[src/rtl/ram_ctrl_pkg.sv]
// Shared definitions for the RAM access controller.
// Holds the FSM state encoding, the default geometry of the attached
// 1024x8 RAM, and the bulk-init fill pattern.
package ram_ctrl_pkg;

  localparam int ADDR_W_DEF = 10;
  localparam int DATA_W_DEF = 8;
  localparam int DEPTH_DEF  = 1024;

  typedef enum logic [2:0] {
    BOOT     = 3'd0,
    IDLE     = 3'd1,
    WR       = 3'd2,
    RD       = 3'd3,
    GAP      = 3'd4,
    INIT_WR  = 3'd5,
    INIT_GAP = 3'd6
  } state_t;

  // Fill value for one location: (2*addr) mod 2^data_w. The 64-bit
  // intermediate keeps the doubling and the mask free of overflow.
  function automatic logic [31:0] init_pattern(input logic [31:0] addr,
                                               input int          data_w);
    logic [63:0] twice;
    logic [63:0] mask;
    twice = {31'd0, addr, 1'b0};
    mask  = (64'd1 << data_w) - 64'd1;
    return 32'(twice & mask);
  endfunction

endpackage

[src/rtl/ram_access_ctrl_if.sv]
// Request/response channel of the RAM access controller.
//   req_valid/req_ready : request handshake
//   req_write           : 1 = write, 0 = read
//   req_addr/req_wdata  : request address and write data
//   rsp_valid/rsp_data  : one-cycle read response pulse and held read data
// master = requester side, slave = controller side.
interface ram_access_ctrl_if #(
  parameter int ADDR_W = 10,
  parameter int DATA_W = 8
);
  logic              req_valid;
  logic              req_ready;
  logic              req_write;
  logic [ADDR_W-1:0] req_addr;
  logic [DATA_W-1:0] req_wdata;
  logic              rsp_valid;
  logic [DATA_W-1:0] rsp_data;

  modport master (
    output req_valid, req_write, req_addr, req_wdata,
    input  req_ready, rsp_valid, rsp_data
  );

  modport slave (
    input  req_valid, req_write, req_addr, req_wdata,
    output req_ready, rsp_valid, rsp_data
  );
endinterface

[src/rtl/ram_init_seq.sv]
// Bulk-init address sequencer.
//   clk, reset : clock and asynchronous active-high reset
//   step       : advance to the next location (asserted once per init write)
//   clear      : return to address 0 and drop the done flag
//   cnt        : address of the next location to fill
//   pattern    : fill value for cnt
//   done       : the location just stepped past was the last one
module ram_init_seq
  import ram_ctrl_pkg::*;
#(
  parameter int ADDR_W = ADDR_W_DEF,
  parameter int DATA_W = DATA_W_DEF,
  parameter int DEPTH  = DEPTH_DEF
) (
  input  logic              clk,
  input  logic              reset,
  input  logic              step,
  input  logic              clear,
  output logic [ADDR_W-1:0] cnt,
  output logic [DATA_W-1:0] pattern,
  output logic              done
);

  localparam logic [ADDR_W-1:0] LAST_ADDR = ADDR_W'(DEPTH - 1);

  logic [ADDR_W-1:0] cnt_q, cnt_d;
  logic              done_q, done_d;

  // The done flag is captured when stepping off the last address, so the
  // FSM can decide in the gap cycle even though cnt has already moved on
  // (or wrapped when DEPTH fills the whole address space).
  always_comb begin
    cnt_d  = cnt_q;
    done_d = done_q;
    if (clear) begin
      cnt_d  = '0;
      done_d = 1'b0;
    end else if (step) begin
      cnt_d  = cnt_q + 1'b1;
      done_d = (cnt_q == LAST_ADDR);
    end
  end

  // Counter and flag registers.
  always_ff @(posedge clk or posedge reset) begin
    if (reset) begin
      cnt_q  <= '0;
      done_q <= 1'b0;
    end else begin
      cnt_q  <= cnt_d;
      done_q <= done_d;
    end
  end

  assign cnt     = cnt_q;
  assign done    = done_q;
  assign pattern = DATA_W'(init_pattern(32'(cnt_q), DATA_W));

endmodule

[src/rtl/ram_access_ctrl.sv]
// Front-end controller for a single-port RAM with combinational read.
// Accepts one read or write at a time, drives registered RAM strobes with a
// de-assert cycle between accesses, returns read data as a one-cycle pulse,
// and can fill the whole RAM with (2*addr) mod 2^DATA_W.
//   clk, reset     : clock and asynchronous active-high reset
//   req            : request/response channel (slave side)
//   init_start     : start a bulk init (only honoured in IDLE)
//   init_busy      : bulk init in progress
//   ram_address, ram_data_in, ram_write, ram_select : registered RAM pins
//   ram_data_out   : RAM read data
module ram_access_ctrl
  import ram_ctrl_pkg::*;
#(
  parameter int ADDR_W        = ADDR_W_DEF,
  parameter int DATA_W        = DATA_W_DEF,
  parameter int DEPTH         = DEPTH_DEF,
  parameter bit INIT_ON_RESET = 1'b1
) (
  input  logic              clk,
  input  logic              reset,
  ram_access_ctrl_if.slave  req,
  input  logic              init_start,
  output logic              init_busy,
  output logic [ADDR_W-1:0] ram_address,
  output logic [DATA_W-1:0] ram_data_in,
  output logic              ram_write,
  output logic              ram_select,
  input  logic [DATA_W-1:0] ram_data_out
);

  state_t            state_q, state_d;
  logic [ADDR_W-1:0] addr_q, addr_d;
  logic [DATA_W-1:0] wdata_q, wdata_d;
  logic              write_q, write_d;
  logic [ADDR_W-1:0] ram_address_q, ram_address_d;
  logic [DATA_W-1:0] ram_data_in_q, ram_data_in_d;
  logic              ram_write_q, ram_write_d;
  logic              ram_select_q, ram_select_d;
  logic              rsp_valid_q, rsp_valid_d;
  logic [DATA_W-1:0] rsp_data_q, rsp_data_d;

  logic              req_ready_c;
  logic              accept;
  logic              seq_step;
  logic              seq_clear;
  logic [ADDR_W-1:0] seq_cnt;
  logic [DATA_W-1:0] seq_pattern;
  logic              seq_done;

  ram_init_seq #(
    .ADDR_W (ADDR_W),
    .DATA_W (DATA_W),
    .DEPTH  (DEPTH)
  ) u_init_seq (
    .clk     (clk),
    .reset   (reset),
    .step    (seq_step),
    .clear   (seq_clear),
    .cnt     (seq_cnt),
    .pattern (seq_pattern),
    .done    (seq_done)
  );

  // Next-state logic, followed by a decode of the next state into the RAM
  // pin registers, so the strobes are flop outputs that are high exactly
  // while the FSM sits in WR/RD/INIT_WR. init_start beats a pending request.
  always_comb begin
    state_d       = state_q;
    addr_d        = addr_q;
    wdata_d       = wdata_q;
    write_d       = write_q;
    ram_address_d = ram_address_q;
    ram_data_in_d = ram_data_in_q;
    ram_write_d   = 1'b0;
    ram_select_d  = 1'b0;
    rsp_valid_d   = 1'b0;
    rsp_data_d    = rsp_data_q;
    seq_step      = 1'b0;
    seq_clear     = 1'b0;
    req_ready_c   = (state_q == IDLE) && !init_start;
    accept        = req_ready_c && req.req_valid;

    case (state_q)
      BOOT:     state_d = INIT_ON_RESET ? INIT_WR : IDLE;
      IDLE: begin
        if (init_start) begin
          state_d = INIT_WR;
        end else if (accept) begin
          addr_d  = req.req_addr;
          wdata_d = req.req_wdata;
          write_d = req.req_write;
          state_d = req.req_write ? WR : RD;
        end
      end
      WR:       state_d = GAP;
      GAP:      state_d = IDLE;
      RD: begin
        rsp_valid_d = 1'b1;
        rsp_data_d  = ram_data_out;
        state_d     = IDLE;
      end
      INIT_WR: begin
        seq_step = 1'b1;
        state_d  = INIT_GAP;
      end
      INIT_GAP: begin
        if (seq_done) begin
          seq_clear = 1'b1;
          state_d   = IDLE;
        end else begin
          state_d = INIT_WR;
        end
      end
      default:  state_d = BOOT;
    endcase

    case (state_d)
      WR, RD: begin
        ram_select_d  = 1'b1;
        ram_write_d   = write_d;
        ram_address_d = addr_d;
        if (write_d) ram_data_in_d = wdata_d;
      end
      INIT_WR: begin
        ram_select_d  = 1'b1;
        ram_write_d   = 1'b1;
        ram_address_d = seq_cnt;
        ram_data_in_d = seq_pattern;
      end
      default: ;
    endcase
  end

  // All state, latched request fields and RAM pins; reset drops the
  // strobes immediately and discards any pending response.
  always_ff @(posedge clk or posedge reset) begin
    if (reset) begin
      state_q       <= BOOT;
      addr_q        <= '0;
      wdata_q       <= '0;
      write_q       <= 1'b0;
      ram_address_q <= '0;
      ram_data_in_q <= '0;
      ram_write_q   <= 1'b0;
      ram_select_q  <= 1'b0;
      rsp_valid_q   <= 1'b0;
      rsp_data_q    <= '0;
    end else begin
      state_q       <= state_d;
      addr_q        <= addr_d;
      wdata_q       <= wdata_d;
      write_q       <= write_d;
      ram_address_q <= ram_address_d;
      ram_data_in_q <= ram_data_in_d;
      ram_write_q   <= ram_write_d;
      ram_select_q  <= ram_select_d;
      rsp_valid_q   <= rsp_valid_d;
      rsp_data_q    <= rsp_data_d;
    end
  end

  assign req.req_ready = req_ready_c;
  assign req.rsp_valid = rsp_valid_q;
  assign req.rsp_data  = rsp_data_q;
  assign init_busy     = (state_q == INIT_WR) || (state_q == INIT_GAP);
  assign ram_address   = ram_address_q;
  assign ram_data_in   = ram_data_in_q;
  assign ram_write     = ram_write_q;
  assign ram_select    = ram_select_q;

endmodule

[src/flat_wrapper.sv]
// flat-port wrapper written by rule: the top's interface ports become plain ports
module ram_access_ctrl_flat import ram_ctrl_pkg::*;
#(
  parameter int ADDR_W        = ADDR_W_DEF,
  parameter int DATA_W        = DATA_W_DEF,
  parameter int DEPTH         = DEPTH_DEF,
  parameter bit INIT_ON_RESET = 1'b1
)
  (clk, reset, init_start, init_busy, ram_address, ram_data_in, ram_write, ram_select, ram_data_out, req_req_valid, req_req_write, req_req_addr, req_req_wdata, req_req_ready, req_rsp_valid, req_rsp_data);
  ram_access_ctrl_if #(.ADDR_W(ADDR_W), .DATA_W(DATA_W)) req_i ();
  input  logic clk;
  input  logic reset;
  input  logic init_start;
  output logic init_busy;
  output logic [ADDR_W-1:0] ram_address;
  output logic [DATA_W-1:0] ram_data_in;
  output logic ram_write;
  output logic ram_select;
  input  logic [DATA_W-1:0] ram_data_out;
  input wire logic [$bits(req_i.req_valid)-1:0] req_req_valid;
  input wire logic [$bits(req_i.req_write)-1:0] req_req_write;
  input wire logic [$bits(req_i.req_addr)-1:0] req_req_addr;
  input wire logic [$bits(req_i.req_wdata)-1:0] req_req_wdata;
  output wire logic [$bits(req_i.req_ready)-1:0] req_req_ready;
  output wire logic [$bits(req_i.rsp_valid)-1:0] req_rsp_valid;
  output wire logic [$bits(req_i.rsp_data)-1:0] req_rsp_data;
  assign req_i.req_valid = req_req_valid;
  assign req_i.req_write = req_req_write;
  assign req_i.req_addr = req_req_addr;
  assign req_i.req_wdata = req_req_wdata;
  assign req_req_ready = req_i.req_ready;
  assign req_rsp_valid = req_i.rsp_valid;
  assign req_rsp_data = req_i.rsp_data;
  ram_access_ctrl #(.ADDR_W(ADDR_W), .DATA_W(DATA_W), .DEPTH(DEPTH), .INIT_ON_RESET(INIT_ON_RESET)) u_core (.clk(clk), .reset(reset), .req(req_i), .init_start(init_start), .init_busy(init_busy), .ram_address(ram_address), .ram_data_in(ram_data_in), .ram_write(ram_write), .ram_select(ram_select), .ram_data_out(ram_data_out));
endmodule
[config.mk]
export PLATFORM = sky130hd
export DESIGN_NAME = ram_access_ctrl_flat
export DESIGN_NICKNAME = d
export VERILOG_FILES = /design/src/rtl/ram_ctrl_pkg.sv /design/src/rtl/ram_access_ctrl_if.sv /design/src/rtl/ram_init_seq.sv /design/src/rtl/ram_access_ctrl.sv /design/src/flat_wrapper.sv
export SDC_FILE = /design/constraint.sdc
export NUM_CORES = 1
export LEC_CHECK = 0
export ABC_AREA = 1
export CAP_MARGIN = 20
export CELL_PAD_IN_SITES_DETAIL_PLACEMENT = 1
export CELL_PAD_IN_SITES_GLOBAL_PLACEMENT = 2
export CORE_UTILIZATION = 29
export DETAILED_ROUTE_END_ITERATION = 8
export GPL_TIMING_DRIVEN = 1
export PLACE_DENSITY_LB_ADDON = 0.1
export SYNTH_ARGS = -nofsm -noshare
export SYNTH_HDL_FRONTEND = slang
export SYNTH_HIERARCHICAL = 1
export SYNTH_SLANG_ARGS = --single-unit
[constraint.sdc]
create_clock -name clk -period 1.9 [get_ports clk]
set_input_delay 0.19 -clock clk [delete_from_list [all_inputs] [get_ports clk]]
set_output_delay 0.19 -clock clk [all_outputs]
set_load 0.01 [all_outputs]
==> flow_summary.rst, run 1 <==
.. list-table::
   :header-rows: 1

   * - Metric
     - Value
   * - CTS Hold Buffers Added
     - 0
   * - Global router's overall resource usage
     - 16.3%
   * - Number of antenna violations at the first check in global routing
     - 0
   * - DRC errors left
     - 9
   * - Share of cells above drive strength 1
     - 16.0%
   * - Count of antenna diodes in the layout
     - 0
   * - Post-synthesis sequential area ratio
     - 48.1%
   * - Critical path startpoint category
     - flop
   * - Core Box Area
     - 8810 µm²
   * - Fmax
     - 563 MHz
   * - Static Leakage
     - 1.80 nW
   * - Number of input and output port buffers inserted
     - 61
   * - Avg Synthesized Cell Area
     - 8.37 µm²
   * - Number of global-route vias before repair
     - 2,462
   * - Height of the chip
     - 97.6 µm
   * - # IOs
     - 62
   * - Critical path required time
     - 2.10 ns
   * - Endpoint kind of the worst setup timing path
     - flop
   * - Final-stage net count
     - 418
   * - Netlist area before placement
     - 2650 µm²
   * - Final-report setup violation count
     - 0
   * - RSZ-0062 raised after global routing
     - yes
   * - Initial DRC Count
     - 64
   * - Cell Count Post-Placement
     - 483
   * - Clock transition at the register clock pins on the worst setup and hold paths after CTS
     - 0.10 ns
   * - Aggregate global routing overflow
     - 0
   * - Synthesized instance count
     - 317
   * - Detail-routed net length per standard cell
     - 14.4 µm
   * - Largest vdd supply drop
     - 0.476 mV
   * - Placement Cell Area
     - 3420 µm²
   * - GPL Wtd Cong
     - 0.701
   * - First-pass iteration count of the detailed router
     - 8
   * - Hold Worst Slack
     - 0.221 ns
   * - Number of nets with antenna violations after routing
     - 0
   * - Post-synthesis cell type count
     - 28
   * - Share of flip-flops with an asynchronous set or reset after synthesis
     - 100%
   * - Routed Wire Length
     - 7140 µm
   * - Root Driver
     - clkbuf_8
   * - Ratio of final minimum period to clock period
     - 93.6%
   * - Cell-by-cell listing of the critical path
     - buf_4 > nor2_2 > nand4_4 > nand2_2 > nor2_8 > nand3_4 > buf_12 > nand2_1 > nand3_1 > nand2_1
   * - Failing checks
     - DRC
   * - PwrDens
     - 1580 nW/µm²
   * - Startpoint-to-endpoint class of the critical path
     - flop to flop
   * - Final design area excluding fillers
     - 3580 µm²
   * - Slowest stage cell on the critical path
     - dfrtp_1
   * - Minimum setup slack after placement
     - 0.0465 ns
   * - Die W
     - 97.6 µm
   * - Wire length of the first global-routing pass
     - 12,200 µm
   * - Total vias in the final route
     - 2,289
   * - P&R area growth vs syn
     - 35.1%
   * - Family of cells with the greatest summed delay on the critical path
     - simple AND/OR/NAND/NOR gates
   * - Number of flip-flops and latches in the synthesized netlist
     - 51
   * - Outcome
     - finished with violations
   * - Total CTS buffers
     - 5
   * - Die ar.
     - 9530 µm²
   * - H-tree level count
     - 2
   * - Buffer depth of the longest clock path
     - 2
   * - Starting density of the core
     - 30.1%
   * - Clock tree from TritonCTS
     - built
   * - Clk sink count
     - 51
   * - Leading cell types by total area after synthesis
     - dfrtp_1 48%, nand2_1 13%, nand3_2 7.2%
   * - Number of endpoints with negative hold slack in the final report
     - 0
   * - Shortest period the worst path allows
     - 1.78 ns
   * - Count of pins over their slew limit
     - 0
   * - HPWL Detailed
     - 5090 µm
   * - Count of max-cap constraint violations
     - 0
   * - Share of the synthesized area in the top cell type
     - 48.1%
   * - Synthesized Nets
     - 349
   * - Vias per inst
     - 4.62
   * - Most frequent cell on the critical path
     - nand2_1
   * - Worst min-delay path class
     - input pin to async pin
   * - Floorplan row count
     - 34
   * - Clk_skew
     - 0.0153 ns
   * - Post-layout instance count excluding filler cells
     - 495
   * - Critical path fanouts, max
     - 17
   * - Total Neg Setup Slack
     - 0 ns
   * - Clock insertion delay at the later pin of the skew report
     - 0.31 ns
   * - Worst path setup slack after routing
     - 0.122 ns
   * - Yosys synthesis warning count
     - 6
   * - Count of flip-flops with a built-in enable after synthesis
     - 0
   * - Maximum number of pins on one net before global-route repair
     - 41
   * - Library cell occupying the most area in the post-synthesis netlist
     - dfrtp_1
   * - Arrival time reported for the critical path endpoint
     - 1.97 ns
   * - Worst stage delay on the critical path
     - 0.42 ns
   * - Buffer and inverter count on the worst path
     - 2
   * - Dominant register cell in the synthesized netlist
     - dfrtp_1
[per-stage QoR]
stage,total power [mW],utilization (%)
2_1_floorplan,3.71,-
3_3_place_gp,4.84,38.8
3_5_place_dp,4.89,38.8
4_1_cts,5.74,40.4
5_1_grt,6.19,40.7
6_report,5.67,40.7
[Yosys cell counts (2+ instances only)]
| library cell | count |
|---|---|
| a21boi_0 | 9 |
| a21oi_1 | 2 |
| buf_2 | 5 |
| buf_4 | 8 |
| dfrtp_1 | 51 |
| inv_1 | 39 |
| inv_2 | 4 |
| nand2_1 | 92 |
| nand2_2 | 3 |
| nand2_4 | 2 |
| nand3_1 | 30 |
| nand3_2 | 19 |
| nand4_1 | 12 |
| nor2_1 | 20 |
| nor2_2 | 3 |
| nor3_1 | 3 |
| o21ai_0 | 4 |
[worst reg2reg max path: stages, from the launching register on]
cell and delay [ns]:
dfrtp_1 0.42, buf_4 0.14, nor2_2 0.17, nand4_4 0.15, nand2_2 0.16, nor2_8 0.07
nand3_4 0.14, buf_12 0.18, nand2_1 0.08, nand3_1 0.11, nand2_1 0.05
[where the power goes]
group / switching, mW / internal, mW / leakage (nW) / total (mW)
Sequential: 0.309 / 1.52 / 0.649 / 1.83
Clock: 0.375 / 0.393 / 0.0581 / 0.768
Combinational: 1.70 / 1.37 / 1.09 / 3.07
[metal layers]
layer / global-route usage (%) / share of wire [%]
met3: 2.95 / 3.0
met1: 21.3 / 48
met4: 3.85 / 0.41
met5: 0 / 0
met2: 27.8 / 48
[final cells by class]
cell class | instances | area (µm²)
clock buffers | 5 | 68.8
clock inverters | 3 | 43.8
fillers | 1046 | 5220
inverters | 43 | 165
multi-input cells | 207 | 1120
flip-flops and latches | 51 | 1280
well taps | 108 | 135
repair buffers | 78 | 777
[cells by family (layout without fill, tap and decap cells)]
family / Yosys count / after routing / share of synthesized area, %
AO/OA/AOI/OAI: 15 / 15 / 3.68
XOR/XNOR: 1 / 1 / 0.330
adder cells (fa/ha/maj): 1 / 1 / 0.472
buffers and inverters: 59 / 129 / 10.4
flip-flops: 51 / 51 / 48.1
other: 1 / 1 / 0.141
AND/OR/NAND/NOR: 189 / 189 / 36.8
[cells in the final DEF (no fill, tap or decap)]
| master | synthesis | routed |
|---|---|---|
| dfrtp_2 | 0 | 1 |
| nor2_8 | 1 | 1 |
| buf_4 | 8 | 14 |
| nand3_4 | 1 | 1 |
| bufinv_16 | 0 | 1 |
| dlymetal6s2s_1 | 0 | 1 |
| xnor2_1 | 1 | 1 |
| dfrtp_1 | 51 | 50 |
| nor3_1 | 3 | 3 |
| nand3_2 | 19 | 19 |
| a21oi_1 | 2 | 2 |
| clkbuf_8 | 0 | 5 |
| ha_1 | 1 | 1 |
| nand2_2 | 3 | 3 |
| and3_1 | 1 | 1 |
| clkinv_4 | 0 | 1 |
| nand4_1 | 12 | 12 |
| clkinvlp_4 | 0 | 1 |
| a21boi_0 | 9 | 9 |
| nor3_2 | 1 | 1 |
| nand2_1 | 92 | 92 |
| nand2_8 | 0 | 1 |
| inv_2 | 4 | 4 |
| nand2_4 | 2 | 1 |
| buf_12 | 0 | 3 |
| inv_1 | 39 | 37 |
| o21ai_0 | 4 | 4 |
| clkinv_1 | 0 | 1 |
| nand3_1 | 30 | 30 |
| clkdlybuf4s50_1 | 0 | 59 |
| clkinv_2 | 0 | 1 |
| nand4_4 | 0 | 1 |
| conb_1 | 1 | 1 |
| nor2_1 | 20 | 20 |
| dlygate4sd2_1 | 0 | 1 |
| nor2_2 | 3 | 3 |
[path summary, 6_finish.rpt]
check / startpoint / end / cells past startpoint / slack [ns]
worst max register to register: u_core/state_q[1] / u_core/ram_data_in[7] / 10 / 0.12
min in group clk: ram_data_out[5] / u_core/req.rsp_data[5] / 3 / 0.42
worst max-delay path: u_core/state_q[1] / u_core/ram_data_in[7] / 10 / 0.12
worst min register to register: u_core/req.rsp_data[0] / u_core/req.rsp_data[0] / 2 / 0.48
worst min-delay path: reset / u_core/u_init_seq/cnt[2] / 2 / 0.22
max in group asynchronous: reset / u_core/u_init_seq/cnt[6] / 2 / 1.35
[flip-flops by register name (all words and copies together), names as in the netlist, 3 cells and up]
signal and cells:
u_core/ram_address 10, u_core/u_init_seq/cnt 10, u_core/req.rsp_data 8, u_core/ram_data_in 8
u_core/state_q 3, u_core/wdata_q 8
[what timing repair did]
action | CTS | global route
endpoints found under the setup margin | 2 | 2
gates resized for setup | 2 | 4
endpoints found under the hold margin | 0 | 0
setup buffers | 4 | 0
No activity file was read; power rests on OpenSTA's default activity.
==> run 2: changes to the inputs <==
GPL_TIMING_DRIVEN = not set   (was 1)
==> results of run 2 <==
The final DEF is identical to that of run 1; final timing and power are the same.
